<file path="src/rtl/chu_layer_mixer_pkg.sv">
// Shared types and constants for the layer mixer core.
package chu_layer_mixer_pkg;

    // Widest key the 32-bit config word can carry (bits [31:2]).
    localparam int unsigned KEY_W = 30;

    typedef enum logic [1:0] {
        MODE_OFF    = 2'b00,
        MODE_OPAQUE = 2'b01,
        MODE_KEY    = 2'b10,
        MODE_BLEND  = 2'b11
    } layer_mode_t;

    // Key is zero-extended from CD bits, so a full-width compare equals a CD-bit compare.
    typedef struct packed {
        layer_mode_t        mode;
        logic [KEY_W-1:0]   key;
    } layer_cfg_t;

    localparam logic [3:0]   GLOBAL_ADDR        = 4'hF;
    localparam int unsigned  CTRL_BYPASS_BIT    = 0;
    localparam int unsigned  CTRL_IMMEDIATE_BIT = 1;

    localparam layer_cfg_t   CFG_RESET = '{mode: MODE_OFF, key: '0};

endpackage

</file>
<file path="src/rtl/chu_layer_mix_stage.sv">
// One compositing stage: applies layer LAYER to the running pixel and owns that layer's active config.
module chu_layer_mix_stage
    import chu_layer_mixer_pkg::*;
#(
    parameter int unsigned CD    = 12,
    parameter int unsigned NL    = 4,
    parameter int unsigned LAYER = 0
) (
    input  logic               clk,
    input  logic               reset,
    input  logic               advance,
    input  logic               bypass,
    input  logic               immediate,
    input  layer_cfg_t         pending_cfg,
    input  logic               in_valid,
    input  logic               in_start,
    input  logic [CD-1:0]      in_rgb,
    input  logic [NL*CD-1:0]   in_layers,
    output logic               out_valid,
    output logic               out_start,
    output logic [CD-1:0]      out_rgb,
    output logic [NL*CD-1:0]   out_layers
);

    localparam int unsigned CW = CD / 3;

    logic               valid_q,  valid_d;
    logic               start_q,  start_d;
    logic [CD-1:0]      rgb_q,    rgb_d;
    logic [NL*CD-1:0]   layers_q, layers_d;
    layer_cfg_t         active_cfg_q, active_cfg_d;

    logic               take_pending;
    layer_cfg_t         cfg_use;
    logic [CD-1:0]      lpix;
    logic               key_hit;
    logic [CD-1:0]      mix;

    // A start beat being loaded (or immediate mode) switches this stage to the pending config.
    always_comb begin
        take_pending = immediate | (advance & in_valid & in_start);
        active_cfg_d = take_pending ? pending_cfg : active_cfg_q;
        cfg_use      = take_pending ? pending_cfg : active_cfg_q;
    end

    // Layer operation on the incoming running pixel.
    always_comb begin
        lpix    = in_layers[LAYER*CD +: CD];
        key_hit = (KEY_W'(lpix) == cfg_use.key);
        mix     = in_rgb;
        if (!bypass) begin
            case (cfg_use.mode)
                MODE_OFF:    mix = in_rgb;
                MODE_OPAQUE: mix = lpix;
                MODE_KEY:    mix = key_hit ? in_rgb : lpix;
                MODE_BLEND: begin
                    if (!key_hit) begin
                        for (int unsigned c = 0; c < 3; c++) begin
                            mix[c*CW +: CW] = CW'(((CW+1)'(in_rgb[c*CW +: CW]) +
                                                   (CW+1)'(lpix[c*CW +: CW])) >> 1);
                        end
                    end
                end
                default:     mix = in_rgb;
            endcase
        end
    end

    // Beat payload moves only on advance; bubbles shift like real beats.
    always_comb begin
        valid_d  = valid_q;
        start_d  = start_q;
        rgb_d    = rgb_q;
        layers_d = layers_q;
        if (advance) begin
            valid_d  = in_valid;
            start_d  = in_start;
            rgb_d    = mix;
            layers_d = in_layers;
        end
    end

    // Stage registers with synchronous reset.
    always_ff @(posedge clk) begin
        if (reset) begin
            valid_q      <= 1'b0;
            start_q      <= 1'b0;
            rgb_q        <= '0;
            layers_q     <= '0;
            active_cfg_q <= CFG_RESET;
        end else begin
            valid_q      <= valid_d;
            start_q      <= start_d;
            rgb_q        <= rgb_d;
            layers_q     <= layers_d;
            active_cfg_q <= active_cfg_d;
        end
    end

    assign out_valid  = valid_q;
    assign out_start  = start_q;
    assign out_rgb    = rgb_q;
    assign out_layers = layers_q;

endmodule

</file>
<file path="src/rtl/chu_vga_layer_mixer_core.sv">
// N-layer pixel compositor: register decode, pending configs, stall control and the stage chain.
module chu_vga_layer_mixer_core
    import chu_layer_mixer_pkg::*;
#(
    parameter int unsigned CD = 12,
    parameter int unsigned NL = 4
) (
    input  logic               clk,
    input  logic               reset,
    input  logic               cs,
    input  logic               write,
    input  logic [13:0]        addr,
    input  logic [31:0]        wr_data,
    input  logic [CD-1:0]      si_rgb,
    input  logic [NL*CD-1:0]   si_layer_rgb,
    input  logic               si_start,
    input  logic               si_valid,
    output logic               si_ready,
    output logic [CD-1:0]      so_rgb,
    output logic               so_start,
    output logic               so_valid,
    input  logic               so_ready
);

    layer_cfg_t         pending_cfg_q [NL];
    layer_cfg_t         pending_cfg_d [NL];
    logic               bypass_q,    bypass_d;
    logic               immediate_q, immediate_d;

    logic               wr_en;
    logic               advance;
    logic               valid_s  [NL+1];
    logic               start_s  [NL+1];
    logic [CD-1:0]      rgb_s    [NL+1];
    logic [NL*CD-1:0]   layers_s [NL+1];
    logic               unused_bits;

    // Register decode; unmapped addresses are ignored.
    always_comb begin
        wr_en         = cs & write;
        pending_cfg_d = pending_cfg_q;
        bypass_d      = bypass_q;
        immediate_d   = immediate_q;
        for (int k = 0; k < NL; k++) begin
            if (wr_en && addr[3:0] == 4'(k)) begin
                pending_cfg_d[k].mode = layer_mode_t'(wr_data[1:0]);
                pending_cfg_d[k].key  = KEY_W'(wr_data[CD+1:2]);
            end
        end
        if (wr_en && addr[3:0] == GLOBAL_ADDR) begin
            bypass_d    = wr_data[CTRL_BYPASS_BIT];
            immediate_d = wr_data[CTRL_IMMEDIATE_BIT];
        end
    end

    // Configuration registers.
    always_ff @(posedge clk) begin
        if (reset) begin
            for (int k = 0; k < NL; k++) begin
                pending_cfg_q[k] <= CFG_RESET;
            end
            bypass_q    <= 1'b0;
            immediate_q <= 1'b0;
        end else begin
            pending_cfg_q <= pending_cfg_d;
            bypass_q      <= bypass_d;
            immediate_q   <= immediate_d;
        end
    end

    // Uniform stall: every stage advances when the output slot is free or being drained.
    assign advance  = ~valid_s[NL] | so_ready;
    assign si_ready = advance;

    assign valid_s[0]  = si_valid;
    assign start_s[0]  = si_start;
    assign rgb_s[0]    = si_rgb;
    assign layers_s[0] = si_layer_rgb;

    for (genvar k = 0; k < NL; k++) begin : g_stage
        chu_layer_mix_stage #(
            .CD    (CD),
            .NL    (NL),
            .LAYER (k)
        ) u_stage (
            .clk         (clk),
            .reset       (reset),
            .advance     (advance),
            .bypass      (bypass_q),
            .immediate   (immediate_q),
            .pending_cfg (pending_cfg_q[k]),
            .in_valid    (valid_s[k]),
            .in_start    (start_s[k]),
            .in_rgb      (rgb_s[k]),
            .in_layers   (layers_s[k]),
            .out_valid   (valid_s[k+1]),
            .out_start   (start_s[k+1]),
            .out_rgb     (rgb_s[k+1]),
            .out_layers  (layers_s[k+1])
        );
    end

    assign so_valid = valid_s[NL];
    assign so_start = start_s[NL];
    assign so_rgb   = rgb_s[NL];

    // Address/data bits outside the decoded map and the spent layer vector.
    assign unused_bits = &{1'b0, addr[13:4], wr_data[31:CD+2], layers_s[NL]};

endmodule

</file>
<file path="config.mk">
export PLATFORM = sky130hd
export DESIGN_NAME = chu_vga_layer_mixer_core
export DESIGN_NICKNAME = d
export VERILOG_FILES = /design/src/rtl/chu_layer_mixer_pkg.sv /design/src/rtl/chu_layer_mix_stage.sv /design/src/rtl/chu_vga_layer_mixer_core.sv
export SDC_FILE = /design/constraint.sdc
export NUM_CORES = 1
export LEC_CHECK = 0
export CAP_MARGIN = 20
export CORE_ASPECT_RATIO = 0.8
export CORE_UTILIZATION = 40
export DETAILED_ROUTE_END_ITERATION = 10
export RECOVER_POWER = 50
export SLEW_MARGIN = 20
export SYNTH_ARGS = -nofsm -noshare
export SYNTH_HDL_FRONTEND = slang
export SYNTH_HIERARCHICAL = 1
export SYNTH_SLANG_ARGS = --single-unit
</file>
<file path="constraint.sdc">
create_clock -name clk -period 3.84 [get_ports clk]
set_input_delay 0.384 -clock clk [delete_from_list [all_inputs] [get_ports clk]]
set_output_delay 0.384 -clock clk [all_outputs]
set_load 0.05 [all_outputs]
</file>
After elaboration in Yosys (flattened, before gate mapping)
Index checks and enable logic that the tools add are counted.

Add/subtract/negate cells: 12. Eq/ne operators: 20. Muxes and demuxes: 20. Bitwise gates (word level): 15. Reductions and logical operators: 10.

Operators with widths (count): $pmux 12 s4 (4); $mux 12 (12); $mux 32 (4); $eq 12x30->1 (4); $add 4x4->5 (12); $eq 2x2->1 const B (8); $and 1x1->1 (9); $eq 2x1->1 const B (4); $eq 4x2->1 const B (2); $logic_not 2->1 (4); $logic_and 1x1->1 (5); $or 1x1->1 (5); $eq 4x1->1 const B (1); $eq 4x4->1 const B (1); $logic_not 4->1 (1); $not 1->1 (1).

Bits in registers: 386. Input port bits: 113. Output and inout port bits: 15.

Logic depth before layout (Yosys ltp)
Gate-level depths: netlist (run 1).

Depth after elaboration: 10. Gate-level depth with buffers: 14.

Modules after synthesis
The synthesis (run 1) kept the hierarchy.

Modules (own cells, without submodules): chu_layer_mix_stage (g_stage[2].u_stage) (times used 1, cells an instance 495, area each 4473.0 um^2); chu_layer_mix_stage (g_stage[3].u_stage) (times used 1, cells an instance 503, area each 4441.8 um^2); chu_layer_mix_stage (g_stage[0].u_stage) (times used 1, cells an instance 487, area each 4381.7 um^2); chu_layer_mix_stage (g_stage[1].u_stage) (times used 1, cells an instance 486, area each 4337.9 um^2); chu_vga_layer_mixer_core (times used 1, cells an instance 220, area each 2366.0 um^2).

Worst setup path before layout (run 1)
OpenSTA, ideal clock, no wires.

Path kind: register to register. From: register g_stage[3].u_stage.valid_q. To: register g_stage[3].u_stage.rgb_q[6]. Data arrival time: 3.450 ns. Setup slack: 0.254 ns. Cell stages (with the launch flop): 14. Buffers on the path: 4. Period minus slack after synthesis: 3.586 ns. Cell sequence: dfxtp_1 -> nand2b_1 -> buf_6 -> a31o_1 -> buf_6 -> buf_6 -> mux2i_2 -> xor2_1 -> o2111ai_1 -> nand3b_1 -> buf_2 -> a21o_1 -> a2111oi_1 -> o32ai_1.

Longest elaborated chain between the ends: 10. Elaborated cells between the ends (all ways): 15. Classes of those cells: eq/ne (4); mux (5); bitwise (5); reduce/logical (1).

Ends and longest elaborated chain: start, declared (RTL line chu_layer_mix_stage.sv:27) `logic valid_q, valid_d;`; start signal, assigned (RTL line chu_layer_mix_stage.sv:92) `valid_q <= valid_d;`; $not 1->1 (*) (RTL line chu_vga_layer_mixer_core.sv:72) `assign advance = ~valid_s[NL] | so_ready;`; $or 1x1->1 (*) (RTL line chu_vga_layer_mixer_core.sv:72); net si_ready (RTL line chu_vga_layer_mixer_core.sv:18) `output logic si_ready,`; $and 1x1->1 (2 in series) (RTL line chu_layer_mix_stage.sv:41) `take_pending = immediate | (advance & in_valid & in_start);`; $or 1x1->1 (RTL line chu_layer_mix_stage.sv:41); $mux 32; $eq 12x30->1 (RTL line chu_layer_mix_stage.sv:49) `key_hit = (KEY_W'(lpix) == cfg_use.key);`; $mux 12, on equally long branches (RTL line chu_layer_mix_stage.sv:57, chu_layer_mix_stage.sv:55); $pmux 12 s4 (RTL line chu_layer_mix_stage.sv:52) `case (cfg_use.mode)`; $mux 12 (RTL line chu_layer_mix_stage.sv:51) `if (!bypass) begin`; end signal, assigned (RTL line chu_layer_mix_stage.sv:94) `rgb_q <= rgb_d;`; end, declared (RTL line chu_layer_mix_stage.sv:29) `logic [CD-1:0] rgb_q, rgb_d;`.

The timed path passes the listed nets; every way through them passes the cells marked *. A chain may end at the register's enable or synchronous reset.

==> flow_summary.ini, run 1 <==
[floorplanning]
chipWidth_um = 225
die_area_sq_um = 40600
core_area_sq_um = 38700
fp-row-count = 64
die_y_um = 180
ios = 128
start_util_pct = 41.1

[clock_tree]
root_buffer = clkbuf_16
cts_tree = yes
cts_sinks = 314
path_clk_slew_ps = 60
clockBufferDepth = 3
insertion_delay_ps = 520
numCtsBuffers = 34
postCtsSetupRepairBufs = 0
htree_levels = 2
cts_resized = 0
cts_hold_buf = 0

[sta]
period_share_pct = 82.8
max_slew.worst_pin.slew_ps = 1940
finalCriticalPeriod_ps = 3180
finalSetupTns_ps = 0
finalClockSkew_ps = 15.2
hold_viol = 0
max_freq_mhz = 315
maxSlewViolCount = 100
rsz0062_at_grt = false
setup_viol = 0
relSlewSlack_pct = -29.4

[setup_path]
regToRegStartpoint = g_stage[3].u_stage/out_valid
timing.rr.end = g_stage[3].u_stage/out_rgb[6]
r2r_slack_ps = 720
worstPathCellList = buf_8 > clkbuf_2 > clkbuf_1 > nand2b_1 > mux2i_1
ff2ff_path_depth = 11
path_buf_inv = 3
cp_max_fo = 99
path_delay_family = buffers and inverters
critPathCaptureType = flop
startpoint_type = input pin
worstPathArrival_ps = 3560
cp.required_ps = 4220
path_class = in -> reg
startpoint = reset
slowest_stage = clkbuf_2
max_stage_delay_ps = 1410

[synthesis]
syn_inst = 1819
syn_area_sq_um = 15900
synth.yosys.warnings = 6
syn_avg_cell_area_sq_um = 8.74

[detailed_routing]
drc_errors = 0
drt_first_iter_violations = 1020
post_drt_wl_per_cell_um = 16.7
final_antenna_net_count = 0
dr.pass1.iters = 5
post_drt_via_cell_ratio = 5.15
vias = 13200
routed_wl_um = 42800

[power]
vdd_ir_drop_max_mv = 0.247
leakagePower_nw = 8.12
p_per_area_nw_per_um2 = 393

[global_routing]
first_global_vias = 12500
overflow = 0
antenna_found_initial = 0
grt_pass1_wl_um = 69200
grt_max_degree = 140
grt_usage_pct = 21.2

[placement]
hpwl_um = 30300
place.gp.congestion = 0.891
io_buffers = 99
place_area_sq_um = 17900

[run_status]
status = finished, violations left
violations = max-capacitance violations, max-slew violations

[cells_and_area]
diodes = 0
nets = 2172
design_area_sq_um = 19000
fillers = 3668
area_delta_synth_final_pct = 19.3
layout-drive-gt1-share_pct = 6.15

[hold_path]
hold_end = g_stage[2].u_stage/active_cfg_q[31]
hold_start = reset
hold-path-cell-count = 2
holdCritPathClass = in -> reg

[job]
drv_cap = 1
==> sequential cells by signal, indices dropped and copies added (netlist names) <==
register                      count
immediate_q                       1
pending_cfg_q                    56
g_stage.u_stage/out_layers       72
g_stage.u_stage/out_valid         4
g_stage.u_stage/out_rgb          48
bypass_q                          1
g_stage.u_stage/out_start         4
g_stage.u_stage/active_cfg_q    128
==> layer usage <==
layer	vias up	share of wire [%]	GRT usage (%)	routed length, um
met5	-	0	0	0
met3	49	4.9	2.93	2080
met1	6217	49	30.6	20900
li1	6614	-	-	-
met4	0	2.0	5.52	838
met2	321	44	32.9	19100
==> final cells by class <==
class | instances | area (sq um) | area share (%)
tap | 528 | 661 | 3.48
clock inverter | 4 | 47.5 | 0.251
clock buffer | 55 | 1080 | 5.71
multi-input combinational | 1500 | 9450 | 49.8
inverter | 22 | 82.6 | 0.435
sequential | 314 | 6290 | 33.1
timing repair buffer | 139 | 1360 | 7.16
==> through the flow <==
stage	setup slack [ps]	hold slack, ps	total power [W]	std cells	util [%]
global placement	233	438	0.00417	2503	46.2
global route	359	203	0.00775	2562	49.0
detailed placement	191	444	0.00419	2503	46.2
finish	661	212	0.00744	2562	49.0
floorplan	254	432	0.00392	1962	-
CTS	712	194	0.00753	2562	49.2
==> worst max-delay path by stage <==
| stage | endpoint | slack (ps) | cells past startpoint |
|---|---|---|---|
| floorplan | g_stage[3].u_stage/out_rgb[6] | 250 | 13 |
| global placement | g_stage[2].u_stage/out_rgb[3] | 230 | 11 |
| detailed placement | g_stage[2].u_stage/out_rgb[10] | 190 | 11 |
| CTS | g_stage[0].u_stage/out_rgb[6] | 710 | 11 |
| global route | pending_cfg_q[30] | 360 | 5 |
| finish | pending_cfg_q[36] | 660 | 5 |
==> cell usage in the layout, fill, tap and decap left out, types with 6 or more instances in the layout <==
cell             instances
mux2_2                  11
a211oi_1                15
xnor2_1                 42
ha_1                    36
nor4_1                  36
nand4_1                 14
o21ai_1                  9
o221ai_1                 8
o31ai_1                  6
buf_12                   6
nand2b_1                74
buf_4                   30
o211ai_1                 9
and3_1                  15
nand3_1                 13
clkdlybuf4s50_1         96
o21ai_0                 36
inv_1                   20
conb_1                 144
clkbuf_1                12
fa_1                    12
and2_1                  18
clkbuf_8                 9
nand2_1                241
dfxtp_1                314
nor2b_1                 12
a21o_1                  24
xor2_1                  32
or3_1                   15
nor3_1                  14
a31oi_1                 10
clkbuf_16               37
a221oi_1                10
mux2i_1                185
nor2_1                 215
a2111oi_0                6
a21oi_1                135
o22ai_1                 10
==> report_power, final <==
| group | total (W) | leakage, nW | switching (W) | internal, W |
|---|---|---|---|---|
| combinational | 0.000683 | 5.01 | 0.000368 | 0.000315 |
| clock | 0.00332 | 0.553 | 0.00133 | 0.00199 |
| sequential | 0.00344 | 2.56 | 0.0000981 | 0.00334 |
Power figures use the tool's default switching activity.
==> inputs of run 2 (changes only) <==
- clock period: 3.84 -> 2.6 ns (I/O delays scaled with it)
==> flow_summary.ini, run 2 (synthesis gave the netlist of run 1 again) <==
[clock_tree]
root_buffer = clkbuf_16
cts_hold_buf = 0
path_clk_slew_ps = 60
cts_sinks = 314
cts_tree = yes
clockBufferDepth = 3
numCtsBuffers = 35
htree_levels = 2
insertion_delay_ps = 530

[power]
leakagePower_nw = 9.29
p_per_area_nw_per_um2 = 529
vdd_ir_drop_max_mv = 0.484
power_w = 0.0113

[sta]
setup_viol = 46
relSlewSlack_pct = 39.9
maxSlewViolCount = 0
finalCriticalPeriod_ps = 2860
finalClockSkew_ps = 12.5
hold_viol = 0
finalWorstSetupSlack_ps = -258
rsz0062_at_grt = true
period_share_pct = 110
max_slew.worst_pin.slew_ps = 901
max_freq_mhz = 350

[floorplanning]
die_area_sq_um = 40600
fp-row-count = 64
core_area_sq_um = 38700
chipWidth_um = 225
start_util_pct = 41.1
die_y_um = 180
ios = 128

[hold_path]
hold_start = reset
holdCritPathClass = in -> reg
hold-path-cell-count = 2

[global_routing]
antenna_found_initial = 0
grt_usage_pct = 22.7
grt_pass1_wl_um = 73500
overflow = 0
first_global_vias = 13500
grt_max_degree = 81

[cells_and_area]
layout-drive-gt1-share_pct = 19.1
layout_common_cells = dfxtp_1, nand2_1, nor2_1, buf_4, mux2i_1
nets = 2361
largest_register = g_stage.u_stage/active_cfg_q
area_delta_synth_final_pct = 34.8
final_core_util_pct = 55.4
diodes = 0
layout_commonest_cell = dfxtp_1
largest_reg_flops = 128

[placement]
hpwl_um = 33500
io_buffers = 99
place.gp.congestion = 0.890
dp_slack_ps = -718

[setup_path]
path_class = reg -> reg
ff2ff_path_depth = 13
critPathCaptureType = flop
cp.required_ps = 3040
cp_max_fo = 7
regToRegStartpoint = g_stage[3].u_stage/out_valid
worstPathArrival_ps = 3300
startpoint_type = flop
startpoint = g_stage[3].u_stage/out_valid

[detailed_routing]
routed_wl_um = 47000
vias = 14100
drt_first_iter_violations = 1105
post_drt_via_cell_ratio = 5.13
dr.pass1.iters = 5
final_antenna_net_count = 0
post_drt_wl_per_cell_um = 17.1
drc_errors = 0

[job]
drv_cap = 0

[run_status]
status = finished, violations left
violations = negative setup slack
## run 2: repair_timing
item	in CTS	in global routing
cloned	3	3
endpoints found under the setup margin	47	48
pin swaps	20	21
gates resized for setup	68	68
buffers inserted	14	12
## run 2: worst paths after layout
path                                               to  slack (ps)
setup / recovery        g_stage[2].u_stage/out_rgb[1]        -260
hold / removal      g_stage[1].u_stage/out_layers[35]         120
setup reg to reg        g_stage[2].u_stage/out_rgb[1]        -260
hold reg to reg   g_stage[0].u_stage/active_cfg_q[20]         450
## run 2: metrics by stage
step / hold slack [ps] / cells / area, sq um / setup TNS (ps)
after detailed placement: 445 / 2660 / 19200 / -26330
final: 116 / 2751 / 21400 / -5930
after CTS: 90.5 / 2737 / 20900 / -4310
after floorplan: 343 / 1962 / 16500 / -4550
after global routing: 104 / 2751 / 21400 / -11700
after global placement: 438 / 2660 / 19200 / -25030
## run 2: critical path, cell delays in order (launching register included)
cell,delay (ps)
dfxtp_4,350
nand2b_4,110
a31o_4,290
buf_12,140
buf_12,130
mux2i_4,190
xnor2_2,150
nor4_4,360
buf_4,200
nand4_4,200
buf_4,210
nor2_2,130
o31ai_4,80
a211oi_1,230
## run 2: layer usage
| metal | GRT usage (%) | up-vias | wire length, um | share of wire [%] |
|---|---|---|---|---|
| met5 | 0 | - | 0 | 0 |
| met4 | 5.88 | 0 | 962 | 2.0 |
| met3 | 3.41 | 60 | 2200 | 4.7 |
| met2 | 36.5 | 352 | 21700 | 46 |
| met1 | 31.6 | 6729 | 22200 | 47 |
| li1 | - | 6985 | - | - |
## run 2: report_power, final
| part | switching, W | internal [W] | total [W] | leakage, nW |
|---|---|---|---|---|
| sequential | 0.000139 | 0.00493 | 0.00507 | 2.56 |
| clock | 0.00207 | 0.00294 | 0.00501 | 0.561 |
| combinational | 0.000649 | 0.000616 | 0.00126 | 6.17 |
## run 2: layout make-up
type,count,area (sq um)
Tap cell,528,661
Multi-Input combinational cell,1501,10300
Inverter,22,82.6
Sequential cell,314,6290
Clock inverter,16,186
Timing Repair Buffer,326,2990
Clock buffer,44,961
Fill cell,3463,17200
==> inputs of run 3 (changes only) <==
- ABC_AREA: unset -> 1
==> flow_summary.ini, run 3 <==
[floorplanning]
start_util_pct = 40.9
ios = 128
fp-row-count = 68
die_area_sq_um = 45200
chipWidth_um = 237
core_area_sq_um = 43400
die_y_um = 190

[job]
drv_cap = 0

[placement]
place.gp.congestion = 0.913
hpwl_um = 41000
io_buffers = 99

[detailed_routing]
post_drt_via_cell_ratio = 5.02
drt_first_iter_violations = 1526
drc_errors = 0
post_drt_wl_per_cell_um = 15.7
vias = 18200
final_antenna_net_count = 0
routed_wl_um = 56700
dr.pass1.iters = 5

[global_routing]
antenna_found_initial = 0
grt_usage_pct = 24.8
grt_max_degree = 81
overflow = 0
first_global_vias = 16700
grt_pass1_wl_um = 89700

[clock_tree]
insertion_delay_ps = 540
root_buffer = clkbuf_16
htree_levels = 2
cts_tree = yes
cts_sinks = 314
path_clk_slew_ps = 70
cts_hold_buf = 0
clockBufferDepth = 3
numCtsBuffers = 35

[setup_path]
worstPathArrival_ps = 2910
path_class = reg -> reg
cp.required_ps = 3000
cp_max_fo = 11
critPathCaptureType = flop
startpoint_type = flop

[cells_and_area]
largest_reg_flops = 128
largest_register = g_stage.u_stage/active_cfg_q
nets = 3198
final_core_util_pct = 51.6
layout-drive-gt1-share_pct = 13.2
layout_commonest_cell = nand2_1
layout_common_cells = nand2_1, nor2_1, inv_1, dfxtp_1, nand3_1
diodes = 0
area_delta_synth_final_pct = 26.2

[sta]
max_freq_mhz = 398
finalCriticalPeriod_ps = 2510
finalClockSkew_ps = 26.6
hold_slack_ps = 136
setup_viol = 0
max_slew.worst_pin.slew_ps = 698
hold_viol = 0
finalSetupTns_ps = 0
period_share_pct = 96.5
maxSlewViolCount = 0
relSlewSlack_pct = 53.4
rsz0062_at_grt = true

[power]
leakagePower_nw = 10.1
p_per_area_nw_per_um2 = 564
power_w = 0.0126
vdd_ir_drop_max_mv = 0.483

[hold_path]
holdCritPathClass = in -> reg

[synthesis]
syn_area_sq_um = 17700
syn_avg_cell_area_sq_um = 6.45
synth.yosys.warnings = 6
syn_inst = 2747

[run_status]
status = finished, final reports clean
==> run 3: path summary, 6_finish.rpt <==
check | start | end | slack (ps) | depth (start not counted)
hold reg to reg | g_stage[3].u_stage/out_rgb[1] | g_stage[3].u_stage/out_rgb[1] | 470 | 2
setup / recovery | g_stage[3].u_stage/out_valid | g_stage[2].u_stage/out_rgb[5] | 90 | 15
hold / removal | reset | g_stage[2].u_stage/out_rgb[6] | 140 | 2
setup reg to reg | g_stage[3].u_stage/out_valid | g_stage[2].u_stage/out_rgb[5] | 90 | 15
==> run 3: where the power goes <==
| part | leakage [nW] | switching (W) | internal (W) |
|---|---|---|---|
| clock | 0.551 | 0.00207 | 0.00293 |
| combinational | 6.97 | 0.00138 | 0.000995 |
| sequential | 2.56 | 0.000227 | 0.00501 |
| total | 10.1 | 0.00368 | 0.00894 |
==> run 3: stage by stage <==
step	std cells	worst slack, ps	area [sq um]
6_report	3618	90.0	22400
5_1_grt	3618	-47.9	22400
4_1_cts	3599	4.88	21800
3_5_place_dp	3541	-508	20600
3_3_place_gp	3541	-486	20600
2_1_floorplan	2818	140	18000
==> run 3: worst max-delay path, cell delays in order (launching register included) <==
cell and delay (ps):
dfxtp_4 370, nand2_8 110, nand3_4 110, nand2_8 130, buf_6 150, nand2_1 50
o21ai_1 120, nand2_1 110, nor2_2 100, nand2_2 120, nor2_4 250, nand3_2 270
a21oi_1 230, o21ai_1 90, nand2_1 90, a21oi_1 60
==> run 3: per-layer routing <==
metal | vias to the layer above | wire length (um) | track usage (%)
met5 | - | 0 | 0
met4 | 0 | 917 | 5.31
met3 | 64 | 3740 | 3.11
met2 | 502 | 23900 | 37.2
met1 | 8364 | 28200 | 37.6
li1 | 9229 | - | -
==> run 3: cell type report <==
type                    instances  area, sq um
repair buffers                326         3050
well taps                     560          701
inverters                     354         1330
fillers                      4322        21000
clock inverters                 9          111
multi-input cells            2006         9880
clock buffers                  49         1020
flip-flops and latches        314         6290
==> run 3: what timing repair did <==
item | 4_1_cts | 5_1_grt
endpoints found under the setup margin | 6 | 48
pin swaps | 1 | 31
buffers inserted | 0 | 11
cloned | 0 | 8
resized for setup | 3 | 82
